**src/rtl/ladybird_uart_loader.sv**
```systemverilog
// UART (8N1) boot loader: receives a length-prefixed word image and writes it over the
// bus, holding the core in reset until done. LADYBIRD_LOADER_CSUM_EN adds a trailing checksum byte.
module ladybird_uart_loader #(
  parameter logic [15:0] WTIME     = 16'h364,
  parameter int          N_WORDS   = 1024,
  parameter logic [31:0] BASE_ADDR = 32'h0
) (
  input  logic        clk,
  input  logic        anrst,
  input  logic        uart_txd_in,
  output logic        bus_req,
  output logic [31:0] bus_addr,
  output logic [31:0] bus_data,
  output logic [3:0]  bus_wstrb,
  input  logic        bus_gnt,
  output logic        core_nrst,
  output logic        done,
  output logic        error
);
  typedef enum logic [1:0] {R_IDLE, R_START, R_BITS, R_STOP} rx_st_t;
  typedef enum logic [2:0] {S_LEN, S_DATA, S_DRAIN, S_CSUM, S_DONE, S_ERROR} ld_st_t;

  rx_st_t      rx_st, rx_nx;
  logic        rx_s1, rx_s2, rx_d;
  logic [15:0] rx_cnt;
  logic [2:0]  rx_bit;
  logic [7:0]  rx_sh, rx_byte;
  logic        rx_vld, rx_ferr;
  logic        tick_half, tick_full;

  assign tick_half = (rx_cnt == (WTIME >> 1) - 16'd1);
  assign tick_full = (rx_cnt == WTIME - 16'd1);

  always_comb begin
    rx_nx = rx_st;
    case (rx_st)
      R_IDLE:  if (rx_d && !rx_s2) rx_nx = R_START;
      R_START: if (tick_half) rx_nx = rx_s2 ? R_IDLE : R_BITS;
      R_BITS:  if (tick_full && rx_bit == 3'd7) rx_nx = R_STOP;
      R_STOP:  if (tick_full) rx_nx = R_IDLE;
      default: rx_nx = R_IDLE;
    endcase
  end

  // Synchronizer flops reset high so the idle line never looks like a start edge.
  always_ff @(posedge clk or negedge anrst) begin
    if (!anrst) begin
      rx_s1 <= 1'b1; rx_s2 <= 1'b1; rx_d <= 1'b1;
      rx_st <= R_IDLE; rx_cnt <= '0; rx_bit <= '0;
      rx_sh <= '0; rx_byte <= '0; rx_vld <= 1'b0; rx_ferr <= 1'b0;
    end else begin
      rx_s1   <= uart_txd_in;
      rx_s2   <= rx_s1;
      rx_d    <= rx_s2;
      rx_st   <= rx_nx;
      rx_vld  <= 1'b0;
      rx_ferr <= 1'b0;
      if (rx_nx != rx_st || rx_st == R_IDLE || tick_full) rx_cnt <= '0;
      else rx_cnt <= rx_cnt + 16'd1;
      if (rx_st == R_START) rx_bit <= '0;
      if (rx_st == R_BITS && tick_full) begin
        rx_sh  <= {rx_s2, rx_sh[7:1]};
        rx_bit <= rx_bit + 3'd1;
      end
      if (rx_st == R_STOP && tick_full) begin
        if (rx_s2) begin
          rx_vld  <= 1'b1;
          rx_byte <= rx_sh;
        end else rx_ferr <= 1'b1;
      end
    end
  end

  ld_st_t      st, st_nx;
  logic [1:0]  bcnt;
  logic [31:0] asm_w, asm_nx, len, wcnt, buf_addr, buf_data;
  logic        buf_full, hs, last_b, load;

`ifdef LADYBIRD_LOADER_CSUM_EN
  localparam ld_st_t S_FIN = S_CSUM;
  logic [7:0] csum;
`else
  localparam ld_st_t S_FIN = S_DONE;
`endif

  assign asm_nx = {rx_byte, asm_w[31:8]};
  assign last_b = rx_vld && (bcnt == 2'd3);
  assign hs     = buf_full && bus_gnt;

  always_comb begin
    st_nx = st;
    case (st)
      S_LEN:
        if (last_b) begin
          if (asm_nx == '0) st_nx = S_FIN;
          else if (asm_nx > 32'(N_WORDS)) st_nx = S_ERROR;
          else st_nx = S_DATA;
        end
      // A handshake in the same cycle frees the buffer, so only a stalled buffer overruns.
      S_DATA:
        if (last_b) begin
          if (buf_full && !hs) st_nx = S_ERROR;
          else if (wcnt == len - 32'd1) st_nx = S_DRAIN;
        end
      S_DRAIN: if (!buf_full || hs) st_nx = S_FIN;
`ifdef LADYBIRD_LOADER_CSUM_EN
      S_CSUM: if (rx_vld) st_nx = (rx_byte == csum) ? S_DONE : S_ERROR;
`endif
      default: st_nx = st;
    endcase
    if (rx_ferr && st != S_DONE) st_nx = S_ERROR;
  end

  assign load = (st == S_DATA) && last_b && (st_nx != S_ERROR);

  always_ff @(posedge clk or negedge anrst) begin
    if (!anrst) begin
      st <= S_LEN; bcnt <= '0; asm_w <= '0; len <= '0; wcnt <= '0;
      buf_addr <= '0; buf_data <= '0; buf_full <= 1'b0;
`ifdef LADYBIRD_LOADER_CSUM_EN
      csum <= '0;
`endif
    end else begin
      st <= st_nx;
      if (rx_vld && (st == S_LEN || st == S_DATA)) begin
        asm_w <= asm_nx;
        bcnt  <= bcnt + 2'd1;
      end
      if (st == S_LEN && last_b) len <= asm_nx;
      if (load) begin
        buf_addr <= BASE_ADDR + (wcnt << 2);
        buf_data <= asm_nx;
        wcnt     <= wcnt + 32'd1;
      end
      if (st_nx == S_ERROR) buf_full <= 1'b0;
      else if (load) buf_full <= 1'b1;
      else if (hs) buf_full <= 1'b0;
`ifdef LADYBIRD_LOADER_CSUM_EN
      if (rx_vld && st == S_DATA) csum <= csum + rx_byte;
`endif
    end
  end

  assign bus_req   = buf_full;
  assign bus_addr  = buf_addr;
  assign bus_data  = buf_data;
  assign bus_wstrb = {4{buf_full}};
  assign done      = (st == S_DONE);
  assign error     = (st == S_ERROR);
  assign core_nrst = done;
endmodule

```
**config.mk**
```make
export PLATFORM = sky130hd
export DESIGN_NAME = ladybird_uart_loader
export DESIGN_NICKNAME = d
export VERILOG_FILES = /design/src/rtl/ladybird_uart_loader.sv
export SDC_FILE = /design/constraint.sdc
export NUM_CORES = 1
export LEC_CHECK = 0
export BUFFER_PORTS_ARGS = -buffer_cell sky130_fd_sc_hd__buf_2
export CORE_MARGIN = 2
export CORE_UTILIZATION = 40
export CTS_CLUSTER_SIZE = 20
export DETAILED_ROUTE_END_ITERATION = 7
export HOLD_SLACK_MARGIN = 0.05
export REMOVE_ABC_BUFFERS = 1
export SLEW_MARGIN = 20
export SYNTH_ARGS = -nofsm -noshare
export SYNTH_HDL_FRONTEND = slang
export SYNTH_SLANG_ARGS = --single-unit
```
**constraint.sdc**
```tcl
create_clock -name clk -period 3.7 [get_ports clk]
set_clock_uncertainty 0.2 [all_clocks]
set_input_delay 0 -clock clk [delete_from_list [all_inputs] [get_ports clk]]
set_output_delay 0 -clock clk [all_outputs]
set_load 0.01 [all_outputs]
```
==> Yosys cells after proc, flatten, opt, wreduce, memory -nomap -nowiden <==
Cells that the tools add are included.
{ "op_classes": {"n_addsub": 5, "order_cmp": 1, "n_eq_ne": 16, "muxes": 25, "n_reduce_logical": 25} }
{ "op_table": {"columns": ["cell", "n"], "rows": [
  ["$add A32 B1 Y32 const B", 1],
  ["$eq A32 B32 Y1", 1],
  ["$gt A32 B11 Y1 const B", 1],
  ["$logic_not A32 Y1", 1],
  ["$sub A32 B1 Y32 const B", 1],
  ["$mux W3", 10],
  ["$add A16 B1 Y16 const B", 1],
  ["$eq A16 B10 Y1 const B", 1],
  ["$eq A16 B9 Y1 const B", 1],
  ["$mux W16", 1],
  ["$eq A3 B3 Y1 const B", 4],
  ["$logic_and A1 B1 Y1", 12],
  ["$mux W2", 5],
  ["$pmux W3 S3", 1],
  ["$pmux W2 S4", 1],
  ["$mux W1", 7],
  ["$eq A2 B2 Y1 const B", 3],
  ["$ne A3 B3 Y1 const B", 2],
  ["$logic_or A1 B1 Y1", 4],
  ["$add A3 B1 Y3 const B", 1],
  ["$eq A3 B1 Y1 const B", 1],
  ["$eq A3 B2 Y1 const B", 1],
  ["$logic_not A1 Y1", 3],
  ["$logic_not A3 Y1", 1],
  ["other kinds (7)", 7]
]} }
{ "totals": {"register_bits": 206, "input_bits": 4, "output_inout_bits": 72, "wordCells": 90} }

==> Logic depth before layout (Yosys ltp) <==
{ "logic_depth": {"ltp_word": 11, "depth_mapped": 12, "depth_no_buf": 10} }

==> Worst setup path after synthesis <==
OpenSTA, ideal clock, no wires.
{ "synth_path": {"path_type": "register -> register", "start": "register len[13]", "end": "register wcnt[19]", "t_arrival_ns": 2.890, "path_slack_ns": 0.473, "stages_incl_launch_ff": 10, "synth_period_minus_slack_ns": 3.227, "path_cell_list": "dfrtp_1 -> buf_6 -> or4_4 -> or3_4 -> or4_4 -> mux2_4 -> a211oi_2 -> nand4bb_4 -> o21a_4 -> o211ai_2"} }
{ "synth_via": {"elab_chain_len": 9} }
{ "synth_rtl": {"columns": ["element", "line_no", "text"], "rows": [
  ["start: declaration", "76", "logic [31:0] asm_w, asm_nx, len, wcnt, buf_addr, buf_data;"],
  ["start signal: assignment", "129", "if (st == S_LEN && last_b) len <= asm_nx;"],
  ["$sub A32 B1 Y32", "103", "else if (wcnt == len - 32'd1) st_nx = S_DRAIN;"],
  ["$eq A32 B32 Y1", "103", null],
  ["$mux W3", "103", null],
  ["$mux W3", "102", "if (buf_full && !hs) st_nx = S_ERROR;"],
  ["$mux W3", "101", "if (last_b) begin"],
  ["$pmux W3 S3", "92", "case (st)"],
  ["$mux W3", "111", "if (rx_ferr && st != S_DONE) st_nx = S_ERROR;"],
  ["$ne A3 B3 Y1", "114", "assign load = (st == S_DATA) && last_b && (st_nx != S_ERROR);"],
  ["$logic_and A1 B1 Y1", "114", null],
  ["end signal: assignment", "133", "wcnt <= wcnt + 32'd1;"],
  ["end: declaration", "76", null]
]} }
No other way between the ends.
A chain may end at the register's enable or synchronous reset.

==> Worst setup path in the final report <==
{ "layout_path": {"start": "register len[0]", "end": "register st[0]"} }
{ "layout_via": {"elab_chain_len": 7} }
{ "layout_rtl": {"columns": ["element", "line_no", "text"], "rows": [
  ["$sub A32 B1 Y32", "103", null],
  ["$eq A32 B32 Y1", "103", null],
  ["$mux W3", "103", null],
  ["$mux W3", "102", null],
  ["$mux W3", "101", null],
  ["$pmux W3 S3", "92", null],
  ["$mux W3", "111", null],
  ["net st_nx[0]", "74", "ld_st_t st, st_nx;"],
  ["end signal: assignment", "124", "st <= st_nx;"],
  ["end: declaration", "74", null]
]} }
The timed path passes the listed nets, and every way through them passes these cells.

==> out/results.tsv <==
metric	value	unit
ir_drop	0.299	mV
synthesis.area	0.00945	sq mm
routed_wl	20.0	mm
status	finished clean	
ys_ff_latch	198	
reg2regPathDepth	10	
cp_cell_sequence	inv_1 -> ha_1 -> or4b_1 -> or3_1 -> nor4_2 -> xnor2_1 -> nor4_1 -> nand3_1 -> nor3_1 -> o21bai_1	
place.gp.congestion	0.858	
cts_buffer_depth	2	
grt_pass1_vias	6132	
grt.overflow.total	0	
port_buffers	73	
crit_required	3.81	ns
h-tree-depth	4	
crit_arrival	3.55	ns
final_net_count	889	
max-cap-violations	0	
synth-main-ff-cell	dfrtp_1	
slowest_stage	or4b_1	
cp_max_fo	8	
synth_edf_count	0	
min_to	rx_s2$_DFF_PN1_	
vias	6296	
finalCritPeriodShare	0.928	
grt_max_degree	75	
wire_per_inst	16.5	um
hold_slack	0.162	ns
worstSkewPairLatency	0.44	ns
chipHeight	158	um
setup.worst_path.end_class	flop	
syn_inst	809	
max_freq	0.291	GHz
fin_setup_tns	0	ns
holdPathStages	0	
slew_headroom	0.571	
vias_per_cell	5.20	
ant_nets	0	
rsz0062_at_grt	no	
clk_pin_slew_worst_paths	0.07	ns
p_per_area	386	mW/mm^2
async_flop_share	1.00	
p_leak	5.31	nW
post_synth.cell_area_avg	11.7	sq um
cts.sinks	198	
hp-start	rx_s1$_DFF_PN1_	
io_pins	76	
maxSlewViolCount	0	
fillCellCount	2180	
critical_path.startpoint	len[0]$_DFFE_PN0P_	
antenna_found_initial	0	
max_stage_delay	0.59	ns
synth_cell_types	61	
synth_warnings	0	
core-area	0.0233	sq mm
startpoint_type	flop	
clock_tree.root_cell	clkbuf_16	
drc_errors	0	
final_core_util	0.463	
setup_viol	0	
first_pass_iters	4	
hpwl	14.0	mm
initial_core_util	0.405	
dieArea	0.0249	sq mm
n_antenna_cell	0	
cts_tree	yes	
syn2layout_area_growth	14.2	%
period_needed	3.43	ns
r2r-start	len[0]$_DFFE_PN0P_	
grt_pass1_wl	33.2	mm
placementRows	56	
drive_gt1_frac	0.299	
seq_area_frac_synth	0.524	
cts_buffers	17	
drt_iter0_drc	413	
die_x	158	um
grt_use_total	0.171	
worstSetupPathType	flop to flop	
final-hold-violation-count	0	
reg2reg_to	st[0]$_DFF_PN0_	
hold_path_class	flop to flop	
r2r_setup_slack	0.27	ns
worst_slew_pin_slew	0.644	ns
layer usage:
metal,track usage,vias to the layer above,routed length (um)
met1,0.244,3121,9900
met2,0.261,108,8970
met4,0.0506,0,290
li1,-,3045,-
met5,0,-,0
met3,0.0353,22,800
where the power goes:
group          internal, W  switching, W  total (W)
clock network     0.000894      0.000909    0.00180
registers          0.00219     0.0000363    0.00223
logic            0.0000471     0.0000890   0.000136
total              0.00313       0.00103    0.00417
logic make-up after synthesis:
logic type / count (synthesis) / share of synthesized area
XOR/XNOR: 80 / 0.0741
AND/OR/NAND/NOR: 271 / 0.160
adder cells (fa/ha/maj): 7 / 0.00926
other: 1 / 0.000397
flip-flops: 198 / 0.524
buffers and inverters: 57 / 0.0279
AO/OA/AOI/OAI: 66 / 0.0503
multiplexers: 129 / 0.154
per-stage QoR:
| step | instance area, sq um | power (W) | setup slack [ns] | std cells |
|---|---|---|---|---|
| after floorplan | 9250 | 0.00233 | -2.94 | 768 |
| after global placement | 10200 | 0.00240 | 0.380 | 1172 |
| after detailed placement | 10200 | 0.00240 | 0.283 | 1172 |
| after CTS | 10800 | 0.00424 | 0.267 | 1210 |
| after global routing | 10800 | 0.00435 | 0.0715 | 1210 |
| final | 10800 | 0.00417 | 0.266 | 1210 |
Yosys cell counts (8+ instances only):
| master | n | share of area |
|---|---|---|
| and3_1 | 11 | 0.0073 |
| clkbuf_1 | 30 | 0.012 |
| nor2_1 | 49 | 0.019 |
| nor3_1 | 22 | 0.012 |
| o21ai_0 | 10 | 0.0053 |
| a31oi_1 | 8 | 0.0053 |
| or4_1 | 9 | 0.0071 |
| nand3_1 | 22 | 0.012 |
| mux2_2 | 125 | 0.15 |
| nand4_1 | 25 | 0.017 |
| dfrtp_1 | 195 | 0.52 |
| xor2_1 | 32 | 0.030 |
| nand2_1 | 61 | 0.024 |
| xnor2_1 | 48 | 0.044 |
| inv_1 | 14 | 0.0056 |
| nor4_1 | 22 | 0.015 |
flip-flops by register name (all words and copies together) (netlist names), 2 cells and up:
signal / cells
rx_st: 2
bcnt: 2
wcnt: 32
rx_byte: 8
len: 32
rx_sh: 8
bus_data: 32
asm_w: 24
st: 3
rx_bit: 3
rx_cnt: 16
bus_addr: 30
placed cells by master, fill, tap and decap left out, types with 14 or more instances in the layout:
cell         n
nor4_1      21
dfrtp_1    195
xor2_1      32
buf_2       72
nand4_1     25
nand3_1     22
nor2_1      49
nor3_1      22
nand2_1     61
clkbuf_16   17
xnor2_1     48
mux2_2     125
inv_1       14
worst max path at each step:
stage	end	slack, ns	cells after the start
final	st[0]$_DFF_PN0_	0.27	10
after floorplan	wcnt[13]$_DFFE_PN0P_	-2.94	9
after detailed placement	wcnt[21]$_DFFE_PN0P_	0.28	9
after global routing	st[0]$_DFF_PN0_	0.07	10
after CTS	wcnt[21]$_DFFE_PN0P_	0.27	9
after global placement	wcnt[21]$_DFFE_PN0P_	0.38	8
cell type report:
cell class	instances	area, sq um	area share
clock buffer	17	425	0.0394
clock inverter	15	138	0.0127
inverter	15	56.3	0.00521
multi-input combinational	555	4260	0.394
sequential	198	4960	0.459
tap	319	399	0.0370
timing repair buffer	91	567	0.0525
critical path: cells and delay by family, from the launching register on:
kind,cells,cell delay [ns]
buffers and inverters,1,0.11
flip-flops,1,0.43
XOR/XNOR,1,0.16
AO/OA/AOI/OAI,1,0.12
adder cells (fa/ha/maj),1,0.19
AND/OR/NAND/NOR,6,2.09
what timing repair did:
| item | in CTS | in global routing |
|---|---|---|
| endpoints found under the hold margin | 115 | 0 |
| resized for setup | 0 | 0 |
| setup buffers | 0 | 0 |
| hold buffers | 6 | 0 |
(Power assumes the default switching activity.)
